$ cat src/rtl/imem_program_loader_pkg.sv
// ----------------------------------------------------------------------------
// imem_program_loader_pkg
//   Shared definitions for the instruction-memory program loader:
//   loader FSM state encoding, default memory geometry and the logic
//   levels used to drive the core reset.
// ----------------------------------------------------------------------------
package imem_program_loader_pkg;

    localparam int IMEM_ADDR_WIDTH = 10;
    localparam int INSTR_WIDTH     = 32;

    localparam logic HIGH = 1'b1;
    localparam logic LOW  = 1'b0;

    typedef enum logic [2:0] {
        L_IDLE,
        L_LOAD,
        L_WFLUSH,
        L_VERIFY,
        L_DONE,
        L_ERROR
    } loader_state_e;

endpackage : imem_program_loader_pkg

$ cat src/rtl/imem_checksum.sv
// ----------------------------------------------------------------------------
// imem_checksum
//   Modular (wrap-around) accumulator. The sum wraps modulo 2**WIDTH.
//
// Ports:
//   clk   in   system clock
//   rst   in   synchronous active-low reset, clears the sum
//   clr   in   synchronous clear, takes priority over en
//   en    in   add din into the sum this cycle
//   din   in   value to accumulate
//   sum   out  registered running sum
// ----------------------------------------------------------------------------
module imem_checksum
    import imem_program_loader_pkg::*;
#(
    parameter int WIDTH = INSTR_WIDTH
) (
    input  logic             clk,
    input  logic             rst,
    input  logic             clr,
    input  logic             en,
    input  logic [WIDTH-1:0] din,
    output logic [WIDTH-1:0] sum
);

    logic [WIDTH-1:0] sum_q;
    logic [WIDTH-1:0] sum_d;

    always_comb begin
        sum_d = sum_q;
        if (clr) begin
            sum_d = '0;
        end else if (en) begin
            sum_d = sum_q + din;
        end
    end

    always_ff @(posedge clk) begin
        if (!rst) begin
            sum_q <= '0;
        end else begin
            sum_q <= sum_d;
        end
    end

    assign sum = sum_q;

endmodule : imem_checksum

$ cat src/rtl/imem_program_loader.sv
// ----------------------------------------------------------------------------
// imem_program_loader
//   Loads a program into the instruction memory from a valid/ready word
//   stream, reads every written word back, and compares a checksum of the
//   written words against a checksum of the read-back words. The CPU core
//   is held in reset until the program verifies.
//
// Ports:
//   clk           in   system clock, all logic on posedge
//   rst           in   synchronous active-low reset
//   start         in   single-cycle load request
//   num_words     in   program length, sampled when start is taken
//   s_valid       in   stream word valid
//   s_data        in   stream instruction word
//   s_ready       out  loader accepts a word this cycle
//   im_we         out  instruction-memory write enable
//   im_re         out  instruction-memory read enable
//   im_addr       out  word address shared by write and read
//   im_wdata      out  write data
//   im_rdata      in   read data, valid one cycle after im_re
//   cpu_rst       out  active-high core reset
//   busy          out  load or verify in progress
//   done          out  program loaded and verified
//   error         out  bad length or checksum mismatch
//   words_loaded  out  words accepted in the current load
// ----------------------------------------------------------------------------
module imem_program_loader #(
    parameter int INSTR_WIDTH = 32,
    parameter int ADDR_WIDTH  = 10,
    parameter int MAX_WORDS   = 1024
) (
    input  logic                   clk,
    input  logic                   rst,
    input  logic                   start,
    input  logic [ADDR_WIDTH:0]    num_words,
    input  logic                   s_valid,
    input  logic [INSTR_WIDTH-1:0] s_data,
    output logic                   s_ready,
    output logic                   im_we,
    output logic                   im_re,
    output logic [ADDR_WIDTH-1:0]  im_addr,
    output logic [INSTR_WIDTH-1:0] im_wdata,
    input  logic [INSTR_WIDTH-1:0] im_rdata,
    output logic                   cpu_rst,
    output logic                   busy,
    output logic                   done,
    output logic                   error,
    output logic [ADDR_WIDTH:0]    words_loaded
);

    import imem_program_loader_pkg::*;

    localparam int CW = ADDR_WIDTH + 1;

    loader_state_e          state_q,    state_d;
    logic [CW-1:0]          n_q,        n_d;
    // The accepted-word count doubles as the write index: both advance on
    // every transfer and start at zero.
    logic [CW-1:0]          cnt_q,      cnt_d;
    logic [CW-1:0]          rd_idx_q,   rd_idx_d;
    logic                   s_ready_q,  s_ready_d;
    logic                   im_we_q,    im_we_d;
    logic                   im_re_q,    im_re_d;
    logic                   re_d1_q,    re_d1_d;
    logic [ADDR_WIDTH-1:0]  im_addr_q,  im_addr_d;
    logic [INSTR_WIDTH-1:0] im_wdata_q, im_wdata_d;
    logic                   cpu_rst_q,  cpu_rst_d;
    logic                   busy_q,     busy_d;
    logic                   done_q,     done_d;
    logic                   error_q,    error_d;

    logic                   len_ok;
    logic                   xfer;
    logic                   sum_clr;
    logic [INSTR_WIDTH-1:0] wsum;
    logic [INSTR_WIDTH-1:0] rsum;
    logic [INSTR_WIDTH-1:0] rsum_final;

    assign len_ok = (num_words != '0) && (num_words <= CW'(MAX_WORDS));
    // s_ready is only ever high in LOAD, so this is the LOAD handshake.
    assign xfer   = s_valid && s_ready_q;

    // The last read word arrives in the cycle the comparison is made, so it
    // is folded into the read sum here rather than waiting another cycle.
    assign rsum_final = rsum + im_rdata;

    // NOTE: every signal written in this block gets a default first, so no
    // path leaves one unassigned and no latch is inferred.
    always_comb begin
        state_d    = state_q;
        n_d        = n_q;
        cnt_d      = cnt_q;
        rd_idx_d   = rd_idx_q;
        s_ready_d  = s_ready_q;
        im_we_d    = 1'b0;
        im_re_d    = 1'b0;
        re_d1_d    = im_re_q;
        im_addr_d  = im_addr_q;
        im_wdata_d = im_wdata_q;
        sum_clr    = 1'b0;

        unique case (state_q)
            L_IDLE, L_DONE, L_ERROR: begin
                if (start) begin
                    if (len_ok) begin
                        state_d   = L_LOAD;
                        n_d       = num_words;
                        cnt_d     = '0;
                        rd_idx_d  = '0;
                        s_ready_d = 1'b1;
                        sum_clr   = 1'b1;
                    end else begin
                        state_d   = L_ERROR;
                    end
                end
            end

            L_LOAD: begin
                if (xfer) begin
                    im_we_d    = 1'b1;
                    im_addr_d  = cnt_q[ADDR_WIDTH-1:0];
                    im_wdata_d = s_data;
                    cnt_d      = cnt_q + CW'(1);
                    if (cnt_q + CW'(1) == n_q) begin
                        s_ready_d = 1'b0;
                        state_d   = L_WFLUSH;
                    end
                end
            end

            // The final write is on the bus during this cycle; the first
            // read is scheduled for the next one so they never overlap.
            L_WFLUSH: begin
                state_d   = L_VERIFY;
                rd_idx_d  = '0;
                im_re_d   = 1'b1;
                im_addr_d = '0;
            end

            L_VERIFY: begin
                if (im_re_q) begin
                    if (rd_idx_q != n_q - CW'(1)) begin
                        im_re_d   = 1'b1;
                        rd_idx_d  = rd_idx_q + CW'(1);
                        im_addr_d = rd_idx_d[ADDR_WIDTH-1:0];
                    end
                end else begin
                    state_d = (rsum_final == wsum) ? L_DONE : L_ERROR;
                end
            end

            default: begin
                state_d = L_IDLE;
            end
        endcase

        busy_d  = (state_d inside {L_LOAD, L_WFLUSH, L_VERIFY});
        done_d  = (state_d == L_DONE);
        error_d = (state_d == L_ERROR);
        // The core leaves reset one cycle after DONE is entered, and goes
        // back into reset on the same edge that leaves DONE.
        cpu_rst_d = (state_q == L_DONE && state_d == L_DONE) ? LOW : HIGH;
    end

    // NOTE: sequential state uses non-blocking assignments so every
    // register samples the pre-edge values, independent of block order.
    always_ff @(posedge clk) begin
        if (!rst) begin
            state_q    <= L_IDLE;
            n_q        <= '0;
            cnt_q      <= '0;
            rd_idx_q   <= '0;
            s_ready_q  <= 1'b0;
            im_we_q    <= 1'b0;
            im_re_q    <= 1'b0;
            re_d1_q    <= 1'b0;
            im_addr_q  <= '0;
            im_wdata_q <= '0;
            cpu_rst_q  <= HIGH;
            busy_q     <= 1'b0;
            done_q     <= 1'b0;
            error_q    <= 1'b0;
        end else begin
            state_q    <= state_d;
            n_q        <= n_d;
            cnt_q      <= cnt_d;
            rd_idx_q   <= rd_idx_d;
            s_ready_q  <= s_ready_d;
            im_we_q    <= im_we_d;
            im_re_q    <= im_re_d;
            re_d1_q    <= re_d1_d;
            im_addr_q  <= im_addr_d;
            im_wdata_q <= im_wdata_d;
            cpu_rst_q  <= cpu_rst_d;
            busy_q     <= busy_d;
            done_q     <= done_d;
            error_q    <= error_d;
        end
    end

    imem_checksum #(.WIDTH(INSTR_WIDTH)) u_wsum (
        .clk (clk),
        .rst (rst),
        .clr (sum_clr),
        .en  (xfer),
        .din (s_data),
        .sum (wsum)
    );

    // Read data is valid the cycle after each im_re, hence the delayed enable.
    imem_checksum #(.WIDTH(INSTR_WIDTH)) u_rsum (
        .clk (clk),
        .rst (rst),
        .clr (sum_clr),
        .en  (re_d1_q),
        .din (im_rdata),
        .sum (rsum)
    );

    assign s_ready      = s_ready_q;
    assign im_we        = im_we_q;
    assign im_re        = im_re_q;
    assign im_addr      = im_addr_q;
    assign im_wdata     = im_wdata_q;
    assign cpu_rst      = cpu_rst_q;
    assign busy         = busy_q;
    assign done         = done_q;
    assign error        = error_q;
    assign words_loaded = cnt_q;

endmodule : imem_program_loader

$ cat config.mk
export PLATFORM = sky130hd
export DESIGN_NAME = imem_program_loader
export DESIGN_NICKNAME = d
export VERILOG_FILES = /design/src/rtl/imem_program_loader_pkg.sv /design/src/rtl/imem_checksum.sv /design/src/rtl/imem_program_loader.sv
export SDC_FILE = /design/constraint.sdc
export NUM_CORES = 1
export LEC_CHECK = 0
export BUFFER_PORTS_ARGS = -buffer_cell sky130_fd_sc_hd__buf_2
export CORE_MARGIN = 1.5
export CORE_UTILIZATION = 57
export DETAILED_ROUTE_END_ITERATION = 7
export PLACE_DENSITY = 0.79
export SYNTH_ARGS = -nofsm -noshare
export SYNTH_HDL_FRONTEND = slang
export SYNTH_SLANG_ARGS = --single-unit
$ cat constraint.sdc
create_clock -name clk -period 4.7 [get_ports clk]
set_input_delay 0.47 -clock clk [delete_from_list [all_inputs] [get_ports clk]]
set_output_delay 0.47 -clock clk [all_outputs]
set_load 0.02 [all_outputs]
* After elaboration in Yosys (flattened, before gate mapping) *
Index checks and enable logic that the tools add are counted.

word-level totals
  bits in registers = 150
  output and inout port bits = 60

operators by class
  add/subtract/negate cells = 5
  magnitude comparators = 1
  equality and inequality tests = 19
  mux-type cells = 31
  bitwise operators = 1
  reductions and logical operators = 18

operator list
  kind                   number
  $add 32x32->32         2
  $mux 11                5
  $pmux 11 s3            1
  $eq 32x32->1           1
  $mux 10                3
  $pmux 10 s3            1
  $add 11x1->11 const B  2
  $pmux 11 s2            1
  $mux 3                 5
  $eq 3x2->1 const B     4
  $eq 3x3->1 const B     4
  $mux 1                 12
  $pmux 3 s4             1
  $eq 11x11->1           1
  $le 11x11->1 const B   1
  $ne 11x11->1           1
  $reduce_bool 11->1     1
  $sub 11x1->11 const B  1
  $ne 2x2->1 const B     5
  $reduce_and 5->1       2
  $reduce_bool 3->1      3
  $reduce_and 4->1       2
  $eq 3x1->1 const B     2
  $pmux 1 s2             2
  9 further kinds        12

* Depth between registers and ports, before layout *
  depth after elaboration = 8
  gate-level depth with buffers = 14
  depth with buffers taken out = 14

* Hierarchy *
Synthesis repeated with hierarchy kept, for this count alone.

second synthesis, totals
  cells, all modules = 1612
  area, all modules = 12607.1 sq um

by module, submodules not included
  module               instances  cells an instance  area an instance (sq um)
  imem_program_loader  1          936                7139.3
  imem_checksum        2          338                2733.9

* Worst setup path before layout *
Ideal clock, no wire load.

  path kind = input -> register
  start = input im_rdata[0]
  end = register state_q[0]
  setup time = 0.115 ns
  arrival time = 3.521 ns
  required time = 4.585 ns
  setup slack = 1.064 ns
  stages on the path = 13
  path buffers = 0
  path through = ha_1 -> fa_1 -> a211o_1 -> a211o_2 -> a21oi_4 -> o2111a_2 -> o31ai_2 -> o22ai_2 -> xnor3_1 -> or3b_1 -> nor4_1 -> a31oi_1 -> and2_1

between the ends
  word-level cells in the longest chain between the ends = 5

RTL lines
  what                  line                        RTL
  from (decl)           imem_program_loader.sv:43   input logic [INSTR_WIDTH-1:0] im_rdata,
  $add 32x32->32        imem_program_loader.sv:85   assign rsum_final = rsum + im_rdata;
  $eq 32x32->1          imem_program_loader.sv:148  state_d = (rsum_final == wsum) ? L_DONE : L_ERROR;
  $mux 1                imem_program_loader.sv:148
  $mux 3                imem_program_loader.sv:141  if (im_re_q) begin
  $pmux 3 s4            imem_program_loader.sv:102  unique case (state_q)
  to (signal assigned)  imem_program_loader.sv:184  state_q <= state_d;
  to (decl)             imem_program_loader.sv:55   loader_state_e state_q, state_d;

Every way passes these cells.
A chain may end at the register's enable or synchronous reset.

* Worst setup path in the final report *
  start = register u_rsum.sum_q[0], in the netlist u_rsum.sum[0]
  end = register state_q[0]

between the ends
  word-level cells in the longest chain between the ends = 5

RTL lines
  what                    line                        RTL
  from (decl)             imem_checksum.sv:26         logic [WIDTH-1:0] sum_q;
  from (signal assigned)  imem_checksum.sv:42         sum_q <= sum_d;
  $add 32x32->32          imem_program_loader.sv:85
  $eq 32x32->1            imem_program_loader.sv:148
  $mux 1                  imem_program_loader.sv:148
  $mux 3                  imem_program_loader.sv:141
  $pmux 3 s4              imem_program_loader.sv:102

Every way passes these cells.

==> metrics.cfg <==
[synthesis]
synth_edf_count=0
async_flop_share_pct=0
synth.avg_cell_area_sq_um=7.91
syn_nets=1501
synth_warnings=0
synth_area_sq_um=10700
synth_flop_cell=dfxtp_1
netlist_instances=1355
synth_seq_area_share_pct=28.0
ys_ff_latch=150
yosysUniqueCellTypes=81

[layout]
diodes=0
instances_no_fill=1688
finalCoreUtilization_pct=66.2
fin_nets=1592
final_common_cell=nand2_1
drive_gt1_share_pct=13.2
final_cell_mix=198 x nand2_1, 150 x dfxtp_1, 138 x buf_2
areaGrowthSynthToFinish_pct=12.5

[clock_network]
clk_pin_slew_worst_paths_ns=0.07
cts_setup_buffers=0
cts.root.buffer_cell=clkbuf_16
htreeDepth=4
clk_latency_ns=0.44
clockBufferDepth=2
cts_tree=done
cts_resized=0
cts-buffers-inserted=17
cts_num_sinks=150
hold_buffers=0

[timing]
worst_pin_slew_ns=0.915
fmaxAchievable_mhz=256
setup_viol=0
finalCritPeriodShare_pct=83.2
finalHoldViolCount=0
final_max_slew_viol_count=0
finalClockSkew_ns=0.00955
post-route-min-period_ns=3.91
rsz0062_at_grt=false
tns_ns=0
setup_ws_ns=0.790
whs_ns=0.301
slew_headroom_pct=39.0

[drt]
drcViolationCount=0
via_per_inst=6.02
first_pass_iters=5
wire_per_inst_um=17.8
drt_iter0_drc=821
routed_wirelength_mm=30.1
antenna_left=0
via_count=10168

[power_and_ir_drop]
p_leak_nw=5.40
p_per_area_nw_per_um2=259
ir_worst_vdd_mv=0.317

[hold_path]
hp-start=s_data[5]
min_path_type=input port to flip-flop

[floorplanning]
ios=139
die_area_sq_um=19600
core_sq_um=18200
start_util_pct=58.9
die_y_um=140
num_rows=49
die_x_um=140

[worst_setup_path]
worstPathRequired_ns=5.03
cp_slowest_cell=fa_1
crit_arrival_ns=4.24
start_kind=flip-flop
crit_top_cell=nor4_1
worst-path-buf-inv=0
critPathKind=flip-flop to flip-flop
path_cells=ha_1 -> fa_1 -> a211o_1 -> a211o_2 -> a21oi_4 -> o2111a_2 -> o21ai_1 -> a32o_1 -> nor4_1 -> nand4_1 -> nor4_1 -> a31oi_1 -> and2_1
r2r_start=u_rsum.sum[0]$_SDFFE_PP0P_
startpoint=u_rsum.sum[0]$_SDFFE_PP0P_
critPathTopFamily=compound AO/OA/AOI/OAI gates
critPathMaxStageDelay_ns=0.43
crit_fanout=7
end_kind=flip-flop

[job]
drv_cap=0

[placed_design]
hpwlAfterDp_mm=22.4
place_ws_ns=0.587
port_buffers=138
gp_congestion=1.01
dp.cells=1656

[global_route]
grt_max_degree=85
grt_pass1_vias=9372
grt_pass1_wl_mm=47.3
grt_overflow=0
grt_use_total_pct=30.1
grt_antenna_before_repair=1

[run_status]
status=finished clean

-- sequential cells by signal, indices dropped and copies added, names as in the netlist --
register,flops
n_q,11
im_we,1
u_wsum.sum,32
error,1
cpu_rst,1
state_q,3
re_d1_q,1
s_ready,1
done,1
im_wdata,32
busy,1
u_rsum.sum,32
im_addr,10
rd_idx_q,11
words_loaded,11
im_re,1
-- layout make-up --
type,count,area [sq um]
fillers,1568,6150
repair buffers,148,766
multi-input cells,1096,7310
clock buffers,19,433
well taps,229,287
clock inverters,13,138
inverters,33,124
flip-flops and latches,150,3000
-- cells in the mapped netlist (all sizes together) (6+ instances only) --
library cell,number,area [sq um]
a211o,12,106
nand3,30,150
clkbuf,64,240
dfxtp,150,3000
a21boi,38,285
inv,33,124
mux2i,41,410
nor4,13,81.3
nand2b,17,106
o21bai,9,71.3
nand2,199,747
xor2,47,412
a31oi,15,93.8
xnor2,67,587
o21a,11,82.6
buf,12,51.3
nand3b,6,45.0
o21ai,52,260
o31ai,6,50.1
xnor3,10,225
a21o,34,255
o22ai,6,43.8
and3,30,188
nor2b,35,219
nor2,104,390
and2,17,106
a21oi,99,511
a211oi,15,113
nand4,14,87.6
ha,65,813
nor3,27,140
-- stage by stage --
stage	power, mW	instance area (sq um)
after global routing	3.22	12100
after detailed placement	1.78	11500
after CTS	3.12	12100
final	3.12	12100
after floorplan	1.65	10700
after global placement	1.78	11500
-- where the power goes --
group | switching (mW) | total (mW) | internal (mW) | leakage, nW
clock network | 0.605 | 1.35 | 0.745 | 0.267
logic | 0.259 | 0.447 | 0.188 | 3.92
registers | 0.0270 | 1.32 | 1.29 | 1.21
-- tightest hold or removal path: stages --
cell,delay (ns)
buf_2,0.11
nand2_1,0.05
a21boi_0,0.06
-- path summary, 6_finish.rpt --
path,endpoint,slack [ns],depth (start not counted)
worst max-delay path,state_q[0]$_SDFF_PN0_,0.79,13
worst max register to register,state_q[0]$_SDFF_PN0_,0.79,13
worst min register to register,im_wdata[0]$_SDFFE_PN0P_,0.46,2
worst min-delay path,im_wdata[5]$_SDFFE_PN0P_,0.30,3
-- logic make-up after synthesis --
family	count (synthesis)	synth area share (%)
fa+ha+maj	67	7.96
flops	150	28.0
mux	45	4.25
xor+xnor	124	11.4
simple gates	513	22.7
compound gates	347	21.8
buf+inv	109	3.88
-- per-layer routing --
layer / wire length [um] / vias to the layer above / part of all wire (%) / GRT usage (%)
met2: 13200 / 411 / 44 / 47.8
met3: 2140 / 62 / 7.1 / 5.23
met1: 13900 / 4713 / 46 / 41.3
li1: - / 4982 / - / -
met4: 739 / 0 / 2.5 / 10.2
met5: 0 / - / 0 / 0
Note: power is estimated with default switching activity, not from simulation.
